File: src/rtl/core_bus_arbiter_pkg.sv
// Shared definitions for the core bus arbiter.
// Holds the FSM state encoding, the read/write and requester ID encodings,
// the default bus widths, and a helper that returns the opposite requester.
package core_bus_arbiter_pkg;

    localparam int ADDR_W_DEF = 32;
    localparam int LINE_W_DEF = 128;

    localparam logic RW_READ  = 1'b1;
    localparam logic RW_WRITE = 1'b0;

    localparam logic REQ_I = 1'b0;
    localparam logic REQ_D = 1'b1;

    typedef enum logic [2:0] {
        ST_IDLE  = 3'd0,
        ST_ISSUE = 3'd1,
        ST_WAIT  = 3'd2,
        ST_RESP  = 3'd3,
        ST_DRAIN = 3'd4
    } state_t;

    function automatic logic other_req(input logic id);
        return (id == REQ_I) ? REQ_D : REQ_I;
    endfunction

endpackage

File: src/rtl/core_bus_arbiter_rr_arb2.sv
// Two-input round-robin grant logic.
// Ports:
//   clk, rst     - clock, synchronous active-high reset
//   i_req, d_req - request lines from the I-side and D-side
//   update_en    - commit the current grant into last_grant
//   grant_valid  - at least one request is present
//   grant_id     - REQ_I or REQ_D; on a tie, the side that did not win last
// last_grant resets to REQ_I so the D-side wins the first tie.
module rr_arb2
    import core_bus_arbiter_pkg::*;
(
    input  logic clk,
    input  logic rst,
    input  logic i_req,
    input  logic d_req,
    input  logic update_en,
    output logic grant_valid,
    output logic grant_id
);

    logic last_grant;

    always_comb begin
        grant_valid = i_req | d_req;
        grant_id    = REQ_I;
        if (i_req && d_req) begin
            grant_id = other_req(last_grant);
        end else if (d_req) begin
            grant_id = REQ_D;
        end
    end

    always_ff @(posedge clk) begin
        if (rst) begin
            last_grant <= REQ_I;
        end else if (update_en && grant_valid) begin
            last_grant <= grant_id;
        end
    end

endmodule

File: src/rtl/core_bus_arbiter.sv
// Arbiter between the core's instruction-fetch (I) and data (D) request
// paths in front of the single-pulse AXI master request interface.
// Ports:
//   clk, rst                       - clock, synchronous active-high reset
//   i_valid_i, i_addr_i            - I-side line read request
//   i_done_o, i_rdata_o            - I-side completion pulse and read line
//   d_valid_i, d_rw_i, d_addr_i,
//   d_wdata_i                      - D-side read/write request
//   d_done_o, d_rdata_o            - D-side completion pulse and read line
//   bus_req_o                      - one-cycle request pulse to the master
//   bus_rw_o, bus_addr_o,
//   bus_wdata_o                    - transaction fields, held until the next grant
//   bus_rdata_i, bus_rd_over_i,
//   bus_wr_over_i                  - master read data and completion pulses
//   stall_o                        - requests pending or transaction in flight
//   err_o                          - sticky watchdog timeout flag
//   dbg_state                      - current FSM state encoding
// Handshake: a requester raises valid and holds it until its done pulse;
// the request is sampled only in IDLE and, once granted, always completes.
module core_bus_arbiter
    import core_bus_arbiter_pkg::*;
#(
    parameter int ADDR_W         = ADDR_W_DEF,
    parameter int LINE_W         = LINE_W_DEF,
    parameter int TIMEOUT_CYCLES = 1024
) (
    input  logic              clk,
    input  logic              rst,
    input  logic              i_valid_i,
    input  logic [ADDR_W-1:0] i_addr_i,
    output logic              i_done_o,
    output logic [LINE_W-1:0] i_rdata_o,
    input  logic              d_valid_i,
    input  logic              d_rw_i,
    input  logic [ADDR_W-1:0] d_addr_i,
    input  logic [LINE_W-1:0] d_wdata_i,
    output logic              d_done_o,
    output logic [LINE_W-1:0] d_rdata_o,
    output logic              bus_req_o,
    output logic              bus_rw_o,
    output logic [ADDR_W-1:0] bus_addr_o,
    output logic [LINE_W-1:0] bus_wdata_o,
    input  logic [LINE_W-1:0] bus_rdata_i,
    input  logic              bus_rd_over_i,
    input  logic              bus_wr_over_i,
    output logic              stall_o,
    output logic              err_o,
    output logic [2:0]        dbg_state
);

    localparam int CNT_W = (TIMEOUT_CYCLES > 2) ? $clog2(TIMEOUT_CYCLES) : 1;
    localparam logic [CNT_W-1:0] WD_LAST = CNT_W'(TIMEOUT_CYCLES - 1);

    state_t           state, state_next;
    logic             grant_valid, grant_id, grant_take;
    logic             gnt_id;
    logic             over_match;
    logic             timeout_flag;
    logic [CNT_W-1:0] wd_cnt;

    rr_arb2 u_arb (
        .clk         (clk),
        .rst         (rst),
        .i_req       (i_valid_i),
        .d_req       (d_valid_i),
        .update_en   (grant_take),
        .grant_valid (grant_valid),
        .grant_id    (grant_id)
    );

    // Only the completion pulse matching the held transaction type counts.
    assign over_match = (bus_rw_o == RW_READ) ? bus_rd_over_i : bus_wr_over_i;

    always_ff @(posedge clk) begin
        if (rst) begin
            state <= ST_IDLE;
        end else begin
            state <= state_next;
        end
    end

    always_comb begin
        state_next = state;
        grant_take = 1'b0;
        case (state)
            ST_IDLE: begin
                if (grant_valid) begin
                    grant_take = 1'b1;
                    state_next = ST_ISSUE;
                end
            end
            ST_ISSUE: state_next = ST_WAIT;
            ST_WAIT: begin
                if (over_match || wd_cnt == WD_LAST) begin
                    state_next = ST_RESP;
                end
            end
            // After a timeout the master still owes a pulse; absorb it in DRAIN.
            ST_RESP:  state_next = timeout_flag ? ST_DRAIN : ST_IDLE;
            ST_DRAIN: begin
                if (over_match) begin
                    state_next = ST_IDLE;
                end
            end
            default: state_next = ST_IDLE;
        endcase
    end

    always_ff @(posedge clk) begin
        if (rst) begin
            gnt_id       <= REQ_I;
            bus_rw_o     <= RW_WRITE;
            bus_addr_o   <= '0;
            bus_wdata_o  <= '0;
            wd_cnt       <= '0;
            timeout_flag <= 1'b0;
            err_o        <= 1'b0;
            i_rdata_o    <= '0;
            d_rdata_o    <= '0;
        end else begin
            if (grant_take) begin
                gnt_id <= grant_id;
                if (grant_id == REQ_I) begin
                    bus_rw_o    <= RW_READ;
                    bus_addr_o  <= i_addr_i;
                    bus_wdata_o <= '0;
                end else begin
                    bus_rw_o    <= d_rw_i;
                    bus_addr_o  <= d_addr_i;
                    bus_wdata_o <= d_wdata_i;
                end
            end
            case (state)
                ST_ISSUE: begin
                    wd_cnt       <= '0;
                    timeout_flag <= 1'b0;
                end
                ST_WAIT: begin
                    if (over_match) begin
                        if (bus_rw_o == RW_READ) begin
                            if (gnt_id == REQ_I) i_rdata_o <= bus_rdata_i;
                            else                 d_rdata_o <= bus_rdata_i;
                        end
                    end else if (wd_cnt == WD_LAST) begin
                        err_o        <= 1'b1;
                        timeout_flag <= 1'b1;
                        if (gnt_id == REQ_I) i_rdata_o <= '0;
                        else                 d_rdata_o <= '0;
                    end else begin
                        wd_cnt <= wd_cnt + 1'b1;
                    end
                end
                default: ;
            endcase
        end
    end

    assign bus_req_o = (state == ST_ISSUE);
    assign i_done_o  = (state == ST_RESP) && (gnt_id == REQ_I);
    assign d_done_o  = (state == ST_RESP) && (gnt_id == REQ_D);
    assign stall_o   = i_valid_i | d_valid_i | (state != ST_IDLE);
    assign dbg_state = state;

endmodule
File: config.mk
export PLATFORM = sky130hd
export DESIGN_NAME = core_bus_arbiter
export DESIGN_NICKNAME = d
export VERILOG_FILES = /design/src/rtl/core_bus_arbiter_pkg.sv /design/src/rtl/core_bus_arbiter_rr_arb2.sv /design/src/rtl/core_bus_arbiter.sv
export SDC_FILE = /design/constraint.sdc
export NUM_CORES = 1
export LEC_CHECK = 0
export ABC_AREA = 1
export CELL_PAD_IN_SITES_DETAIL_PLACEMENT = 1
export CELL_PAD_IN_SITES_GLOBAL_PLACEMENT = 1
export CORE_AREA = 2 2 292 294
export CTS_CLUSTER_SIZE = 30
export DETAILED_ROUTE_END_ITERATION = 7
export DIE_AREA = 0 0 294 296
export GPL_ROUTABILITY_DRIVEN = 0
export PLACE_DENSITY = 0.69
export SLEW_MARGIN = 40
export SYNTH_ARGS = -nofsm -noshare
export SYNTH_HDL_FRONTEND = slang
export SYNTH_SLANG_ARGS = --single-unit
export TNS_END_PERCENT = 10
File: constraint.sdc
create_clock -name clk -period 2.11 [get_ports clk]
set_input_delay 0.3165 -clock clk [delete_from_list [all_inputs] [get_ports clk]]
set_output_delay 0.3165 -clock clk [all_outputs]
set_load 0.01 [all_outputs]
==> results of run 1 <==
[area by class of cell]
| type | instances | area (um^2) | area share [%] |
|---|---|---|---|
| antenna | 6 | 15.0 | 0.0512 |
| clock buffer | 84 | 1650 | 5.64 |
| clock inverter | 16 | 201 | 0.687 |
| inverter | 263 | 1000 | 3.42 |
| multi-input combinational | 1782 | 7470 | 25.5 |
| sequential | 433 | 8670 | 29.6 |
| tap | 1090 | 1360 | 4.65 |
| timing repair buffer | 862 | 8930 | 30.5 |
[kinds of logic (layout without fill, tap and decap cells)]
family | count (synthesis) | after routing
buffers and inverters | 445 | 1225
other | 0 | 6
AOI/OAI and AO/OA | 365 | 365
adders and majority gates | 1 | 1
DFF | 433 | 433
and+or+nand+nor | 1416 | 1416
[per-layer routing]
metal  track usage [%]  wire [um]  vias up
li1                  -          -     9625
met1              20.9      32800     8933
met2              30.5      38900      594
met3              5.36       6240      133
met4              7.06       3080        4
met5                 0         26        -
[cells in the mapped netlist]
master | count | share of area (%)
sky130_fd_sc_hd__nor3_1 | 1 | 0.028
sky130_fd_sc_hd__o21ai_0 | 34 | 0.95
sky130_fd_sc_hd__nand4_2 | 1 | 0.070
sky130_fd_sc_hd__nand4_1 | 2 | 0.070
sky130_fd_sc_hd__a21oi_1 | 328 | 9.1
sky130_fd_sc_hd__nand3_1 | 133 | 3.7
sky130_fd_sc_hd__nor2_8 | 1 | 0.11
sky130_fd_sc_hd__o21bai_1 | 1 | 0.042
sky130_fd_sc_hd__inv_2 | 2 | 0.042
sky130_fd_sc_hd__buf_4 | 11 | 0.46
sky130_fd_sc_hd__nor2_2 | 4 | 0.14
sky130_fd_sc_hd__a21oi_4 | 1 | 0.091
sky130_fd_sc_hd__inv_1 | 261 | 5.5
sky130_fd_sc_hd__nor2_1 | 453 | 9.5
sky130_fd_sc_hd__nor3b_1 | 2 | 0.084
sky130_fd_sc_hd__clkbuf_1 | 97 | 2.0
sky130_fd_sc_hd__buf_6 | 14 | 0.88
sky130_fd_sc_hd__nand2_1 | 814 | 17
sky130_fd_sc_hd__buf_1 | 3 | 0.063
sky130_fd_sc_hd__ha_1 | 1 | 0.070
sky130_fd_sc_hd__a21o_1 | 1 | 0.042
sky130_fd_sc_hd__dfxtp_1 | 433 | 48
sky130_fd_sc_hd__buf_2 | 57 | 1.6
sky130_fd_sc_hd__nand2_2 | 4 | 0.14
sky130_fd_sc_hd__nand2_4 | 1 | 0.063
[stage by stage]
stage | util [%] | hold WS, ns | cell area (um^2) | total power (uW)
floorplan | - | 0.439 | 18000 | 10400
global placement | 32.5 | 0.439 | 27400 | 12800
detailed placement | 32.5 | 0.449 | 27400 | 12800
CTS | 34.7 | 0.0653 | 29200 | 22600
global route | 34.8 | 0.0991 | 29300 | 23300
finish | 34.8 | 0.108 | 29300 | 22200
[timing repair]
| action | in CTS | in global routing |
|---|---|---|
| endpoints found under the setup margin | 5 | 97 |
| gates cloned | 0 | 1 |
| resized for setup | 7 | 5 |
| hold buffers | 0 | 0 |
[state kept, by name, summed over array words and instances, names as in the netlist]
name,cells
bus_wdata_o,128
d_rdata_o,128
i_rdata_o,128
bus_addr_o,32
wd_cnt,10
dbg_state,3
bus_rw_o,1
err_o,1
timeout_flag,1
u_arb.last_grant,1
[worst min path at each step]
| stage | startpoint | to | slack [ns] | cells past startpoint |
|---|---|---|---|---|
| floorplan | timeout_flag | timeout_flag | 0.44 | 2 |
| global placement | err_o | err_o | 0.44 | 2 |
| detailed placement | err_o | err_o | 0.45 | 2 |
| CTS | rst | i_rdata_o[47] | 0.07 | 4 |
| global route | rst | i_rdata_o[47] | 0.1 | 4 |
| finish | rst | wd_cnt[0] | 0.11 | 4 |
[critical path: cells and delay by family, from the launching register on]
kind          cells  cell delay, ns
flops             1            0.34
buf+inv           4            0.44
simple gates      2            0.29
[power breakdown]
| part | switching, uW | internal [uW] | total (uW) | leakage, uW |
|---|---|---|---|---|
| Clock | 3880 | 5760 | 9630 | 0.000919 |
| Combinational | 2060 | 1850 | 3910 | 0.00824 |
| Sequential | 188 | 8500 | 8690 | 0.00351 |
| Total | 6120 | 16100 | 22200 | 0.0127 |
==> results.py, run 1 <==
metrics = {
    "worst_setup_path": {
        "worst-r2r-setup-slack_ns": 0.19,
        "crit_chain": "buf_4, inv_1, nor3_2, inv_1, nor2_2, buf_12",
        "reg2reg_depth": 10,
        "critical_path.max_fanout": 3,
        "critPathMaxStageDelay_ns": 0.34,
        "required_time_reported_for_the_critical_path_endpoint_ns": 1.79,
        "endpoint_kind": "primary output",
        "cp_data_arrival_time_ns": 1.70,
        "timing.critical_path.from_type": "flip-flop",
        "critical-path-top-cell-by-count": "sky130_fd_sc_hd__inv_1",
        "crit_type": "flip-flop to primary output",
        "crit-reg2reg-launch": "wd_cnt[0]",
        "crit_slowest_cell": "sky130_fd_sc_hd__dfxtp_1",
        "setup.worst_path.end": "d_done_o",
        "worst_setup_path_startpoint": "dbg_state[0]",
        "worst_r2r_endpoint": "d_rdata_o[66]",
    },
    "final_layout": {
        "num-nets-final": 3724,
        "post_layout_nonfiller_instances": 4536,
        "mostFrequentLayoutCells": "sky130_fd_sc_hd__nand2_1, sky130_fd_sc_hd__clkdlybuf4s50_1, sky130_fd_sc_hd__nor2_1",
        "layout_commonest_cell": "sky130_fd_sc_hd__nand2_1",
        "fillerInstances": 10300,
        "drive_gt1_share_pct": 6.63,
        "area_delta_synth_final_pct": 63.2,
    },
    "logic_synthesis": {
        "postSynthNetCount": 2988,
        "synth_area_in_compound_gates_pct": 10.3,
        "yosys.cell_types.count": 25,
        "number_of_instances_in_the_synthesized_netlist": 2660,
        "synth_top_family_by_area": "simple AND/OR/NAND/NOR gates",
        "post_synth_mux_area_share_pct": 0,
        "synth-warning-count": 0,
        "post_synth_and_or_nand_nor_area_fraction_pct": 30.9,
        "synth-seq-area-share_pct": 48.3,
        "post_synth.cell_area_avg_um2": 6.75,
        "synth_seq_cells": 433,
        "synth_fa_ha_area_share_pct": 0.0697,
        "synthesis.area_mm2": 0.0180,
        "synth-xor-area-share_pct": 0,
    },
    "grt": {
        "overflow": 0,
        "grt_start_max_net_pins": 143,
        "antenna_found_initial": 10,
        "grt_first_pass_wirelength_um": 120000,
        "via_count_of_the_first_global_routing_pass": 19600,
        "groute.usage.overall_pct": 17.9,
    },
    "clock_network": {
        "tritoncts_num_sinks": 433,
        "clock_tree.root_cell": "sky130_fd_sc_hd__clkbuf_16",
        "clock_path_buffers": 3,
        "cts_tree": "yes",
        "insertion_delay_ns": 0.61,
        "cts_inserted_buffers": 54,
        "clkTransAtPathRegs_ns": 0.06,
        "post_cts.repair.setup_buffers": 0,
        "cts-htree-levels": 2,
    },
    "timing": {
        "final_period_minus_worst_setup_slack_ns": 2.02,
        "timing.clock.skew_ns": 0.0214,
        "report.final.slew_viol_count": 0,
        "worst_pin_slew_ns": 0.776,
        "grt_setup_unrepaired": "yes",
        "setup_ws_ns": 0.0931,
        "final_hold_viol_count": 0,
        "max_freq_mhz": 496,
        "finalCritPeriodShare_pct": 95.6,
        "slew_headroom_pct": 48.3,
        "timing.setup.tns_ns": 0,
        "setup-violations-final": 0,
    },
    "pwr": {
        "p_per_area_mw_per_mm2": 758,
        "total_leakage_power_uw": 0.0127,
        "power.ir.vdd_worst_mv": 0.590,
    },
    "floorplanning": {
        "core_area_mm2": 0.0842,
        "floorplan.die.width_um": 294,
        "die_h_um": 296,
        "top_level_ports": 752,
        "die-area_mm2": 0.0870,
        "starting_density_of_the_core_pct": 21.3,
        "row_count": 107,
    },
    "place": {
        "dp_hpwl_um": 60500,
        "port-buffer-count": 751,
        "place_worst_setup_slack_ns": -0.0792,
        "placed_cells_incl_taps": 4429,
    },
    "outcome": {
        "run_status": "completed",
    },
    "route": {
        "route.detailed.vias_per_inst": 4.25,
        "dr.pass1.iters": 5,
        "num_vias": 19300,
        "route.detailed.drc": 0,
        "postRouteWirelength_um": 81000,
        "ant_nets": 0,
        "dr.first_iter.drc_count": 582,
        "routed_wire_length_per_instance_um": 17.9,
    },
    "job": {
        "maxCapViolations": 0,
    },
    "worst_hold_path": {
        "hp-class": "input port to flip-flop",
    },
}
Power figures use the tool's default switching activity.
==> run 2, diff against run 1 <==
TNS_END_PERCENT = not set   (was 10)
==> run 2 against run 1 <==
Global-route usage stayed put. Die area is the same. Largest cell class unchanged. Combinational power is essentially flat. Critical endpoint is now i_done_o.
==> results.py, run 2 (synthesized netlist as in run 1, its figures left out) <==
metrics = {
    "outcome": {
        "run_status": "completed",
    },
    "worst_setup_path": {
        "crit_slowest_cell": "sky130_fd_sc_hd__dfxtp_2",
        "timing.critical_path.from_type": "flip-flop",
        "crit_chain": "buf_6, inv_1, nor3_2, inv_2, nor2_4, buf_12",
        "worst_r2r_endpoint": "i_rdata_o[16]",
        "worstPathBufferInverterCount": 4,
        "crit-reg2reg-launch": "wd_cnt[0]",
        "endpoint_kind": "primary output",
        "required_time_reported_for_the_critical_path_endpoint_ns": 1.79,
        "reg2reg_depth": 10,
        "worst-r2r-setup-slack_ns": 0.15,
        "critical_path.max_fanout": 3,
        "cp_data_arrival_time_ns": 1.67,
        "cp_top_family": "buffers and inverters",
        "critPathMaxStageDelay_ns": 0.34,
        "crit_type": "flip-flop to primary output",
    },
    "place": {
        "dp_hpwl_um": 60500,
        "place_area_mm2": 0.0274,
        "placed_cells_incl_taps": 4429,
        "place_worst_setup_slack_ns": -0.0792,
        "port-buffer-count": 751,
    },
    "route": {
        "route.detailed.drc": 0,
        "dr.first_iter.drc_count": 645,
        "postRouteWirelength_um": 81300,
        "dr.pass1.iters": 5,
        "routed_wire_length_per_instance_um": 17.9,
        "ant_nets": 0,
        "route.detailed.vias_per_inst": 4.27,
        "num_vias": 19400,
    },
    "clock_network": {
        "clock_tree.root_cell": "sky130_fd_sc_hd__clkbuf_16",
        "clock_path_buffers": 3,
        "cts_tree": "yes",
        "cts-hold-fix-buffers": 0,
        "cts-htree-levels": 2,
        "tritoncts_num_sinks": 433,
        "insertion_delay_ns": 0.61,
        "clkTransAtPathRegs_ns": 0.06,
        "cts_inserted_buffers": 54,
    },
    "floorplanning": {
        "die_h_um": 296,
        "core_area_mm2": 0.0842,
        "starting_density_of_the_core_pct": 21.3,
        "row_count": 107,
        "floorplan.die.width_um": 294,
        "top_level_ports": 752,
        "die-area_mm2": 0.0870,
    },
    "grt": {
        "via_count_of_the_first_global_routing_pass": 19600,
        "grt_start_max_net_pins": 143,
        "overflow": 0,
        "grt_first_pass_wirelength_um": 120000,
        "antenna_found_initial": 10,
        "groute.usage.overall_pct": 17.9,
    },
    "final_layout": {
        "mostFrequentLayoutCells": "sky130_fd_sc_hd__nand2_1, sky130_fd_sc_hd__clkdlybuf4s50_1, sky130_fd_sc_hd__nor2_1",
        "largestRegisters": "bus_wdata_o x128, d_rdata_o x128, i_rdata_o x128",
        "area_delta_synth_final_pct": 63.4,
        "fillerInstances": 10300,
        "layout_commonest_cell": "sky130_fd_sc_hd__nand2_1",
        "num-nets-final": 3726,
        "post_layout_nonfiller_instances": 4538,
        "drive_gt1_share_pct": 6.77,
        "design_area_mm2": 0.0294,
    },
    "worst_hold_path": {
        "worst_hold_startpoint": "rst",
        "worst_hold_path.endpoint": "wd_cnt[0]",
        "min_path_cells": 4,
        "hp-class": "input port to flip-flop",
    },
    "timing": {
        "slew_headroom_pct": 49.5,
        "worst_pin_slew_ns": 0.758,
        "finalCritPeriodShare_pct": 94.1,
        "grt_setup_unrepaired": "yes",
        "final_period_minus_worst_setup_slack_ns": 1.99,
        "setup_ws_ns": 0.124,
        "timing.hold.ws_ns": 0.107,
        "timing.clock.skew_ns": 0.0226,
        "setup-violations-final": 0,
        "max_freq_mhz": 504,
        "final_hold_viol_count": 0,
        "report.final.slew_viol_count": 0,
    },
    "pwr": {
        "total_leakage_power_uw": 0.0127,
        "power.ir.vdd_worst_mv": 0.593,
        "fin_total_pwr_uw": 22300,
        "p_per_area_mw_per_mm2": 758,
    },
    "job": {
        "maxCapViolations": 0,
    },
}
[run 2: worst register-to-register path, cell delays in order (launching register included)]
cell and delay [ns]:
sky130_fd_sc_hd__dfxtp_1 0.37, sky130_fd_sc_hd__ha_1 0.22, sky130_fd_sc_hd__nand2_1 0.12, sky130_fd_sc_hd__nor2_4 0.15, sky130_fd_sc_hd__nand4_2 0.18, sky130_fd_sc_hd__nand2_8 0.14, sky130_fd_sc_hd__buf_12 0.20, sky130_fd_sc_hd__buf_12 0.23
sky130_fd_sc_hd__nand3_1 0.11, sky130_fd_sc_hd__nand2_1 0.08, sky130_fd_sc_hd__nor2_1 0.04
[run 2: timing repair]
action,in CTS,in global routing
cloned,0,2
resized for setup,8,10
pin swaps,0,2
setup endpoints to repair,5,97
buffers inserted,0,1
[run 2: how the worst max path moves through the flow]
stage / cells after the start / slack (ns) / to / start
4_1_cts: 6 / 0.0005 / i_done_o / dbg_state[0]
3_3_place_gp: 11 / -0.06 / d_rdata_o[64] / bus_rd_over_i
2_1_floorplan: 10 / 0.46 / d_rdata_o[111] / wd_cnt[0]
3_5_place_dp: 11 / -0.08 / d_rdata_o[53] / bus_rd_over_i
5_1_grt: 10 / -0.02 / i_rdata_o[35] / wd_cnt[0]
6_report: 6 / 0.12 / i_done_o / dbg_state[0]
[run 2: metrics by stage]
| stage | TNS, ns | utilization (%) |
|---|---|---|
| final | 0 | 34.9 |
| after global routing | -0.101 | 34.9 |
| after CTS | 0 | 34.7 |
| after detailed placement | -1.99 | 32.5 |
| after global placement | -1.17 | 32.5 |
| after floorplan | 0 | - |
[run 2: final cells by class]
| class | instances | area, um^2 | share of cell area [%] |
|---|---|---|---|
| Antenna cell | 6 | 15.0 | 0.0512 |
| Clock buffer | 84 | 1650 | 5.64 |
| Clock inverter | 16 | 201 | 0.686 |
| Inverter | 263 | 1000 | 3.41 |
| Multi-Input combinational cell | 1782 | 7480 | 25.5 |
| Sequential cell | 433 | 8670 | 29.5 |
| Tap cell | 1090 | 1360 | 4.65 |
| Timing Repair Buffer | 864 | 8970 | 30.6 |
[run 2: layer usage]
layer / up-vias / global-route usage (%) / share of wire, %
li1: 9632 / - / -
met4: 4 / 7.06 / 3.8
met5: - / 0 / 0.032
met1: 9007 / 20.9 / 40
met3: 133 / 5.36 / 7.6
met2: 589 / 30.5 / 48
[run 2: report_power, final]
part	leakage, uW	total, uW	switching (uW)	internal, uW
Combinational	0.00826	3920	2070	1860
Sequential	0.00351	8690	190	8500
Clock	0.000919	9640	3890	5760
Total	0.0127	22300	6140	16100
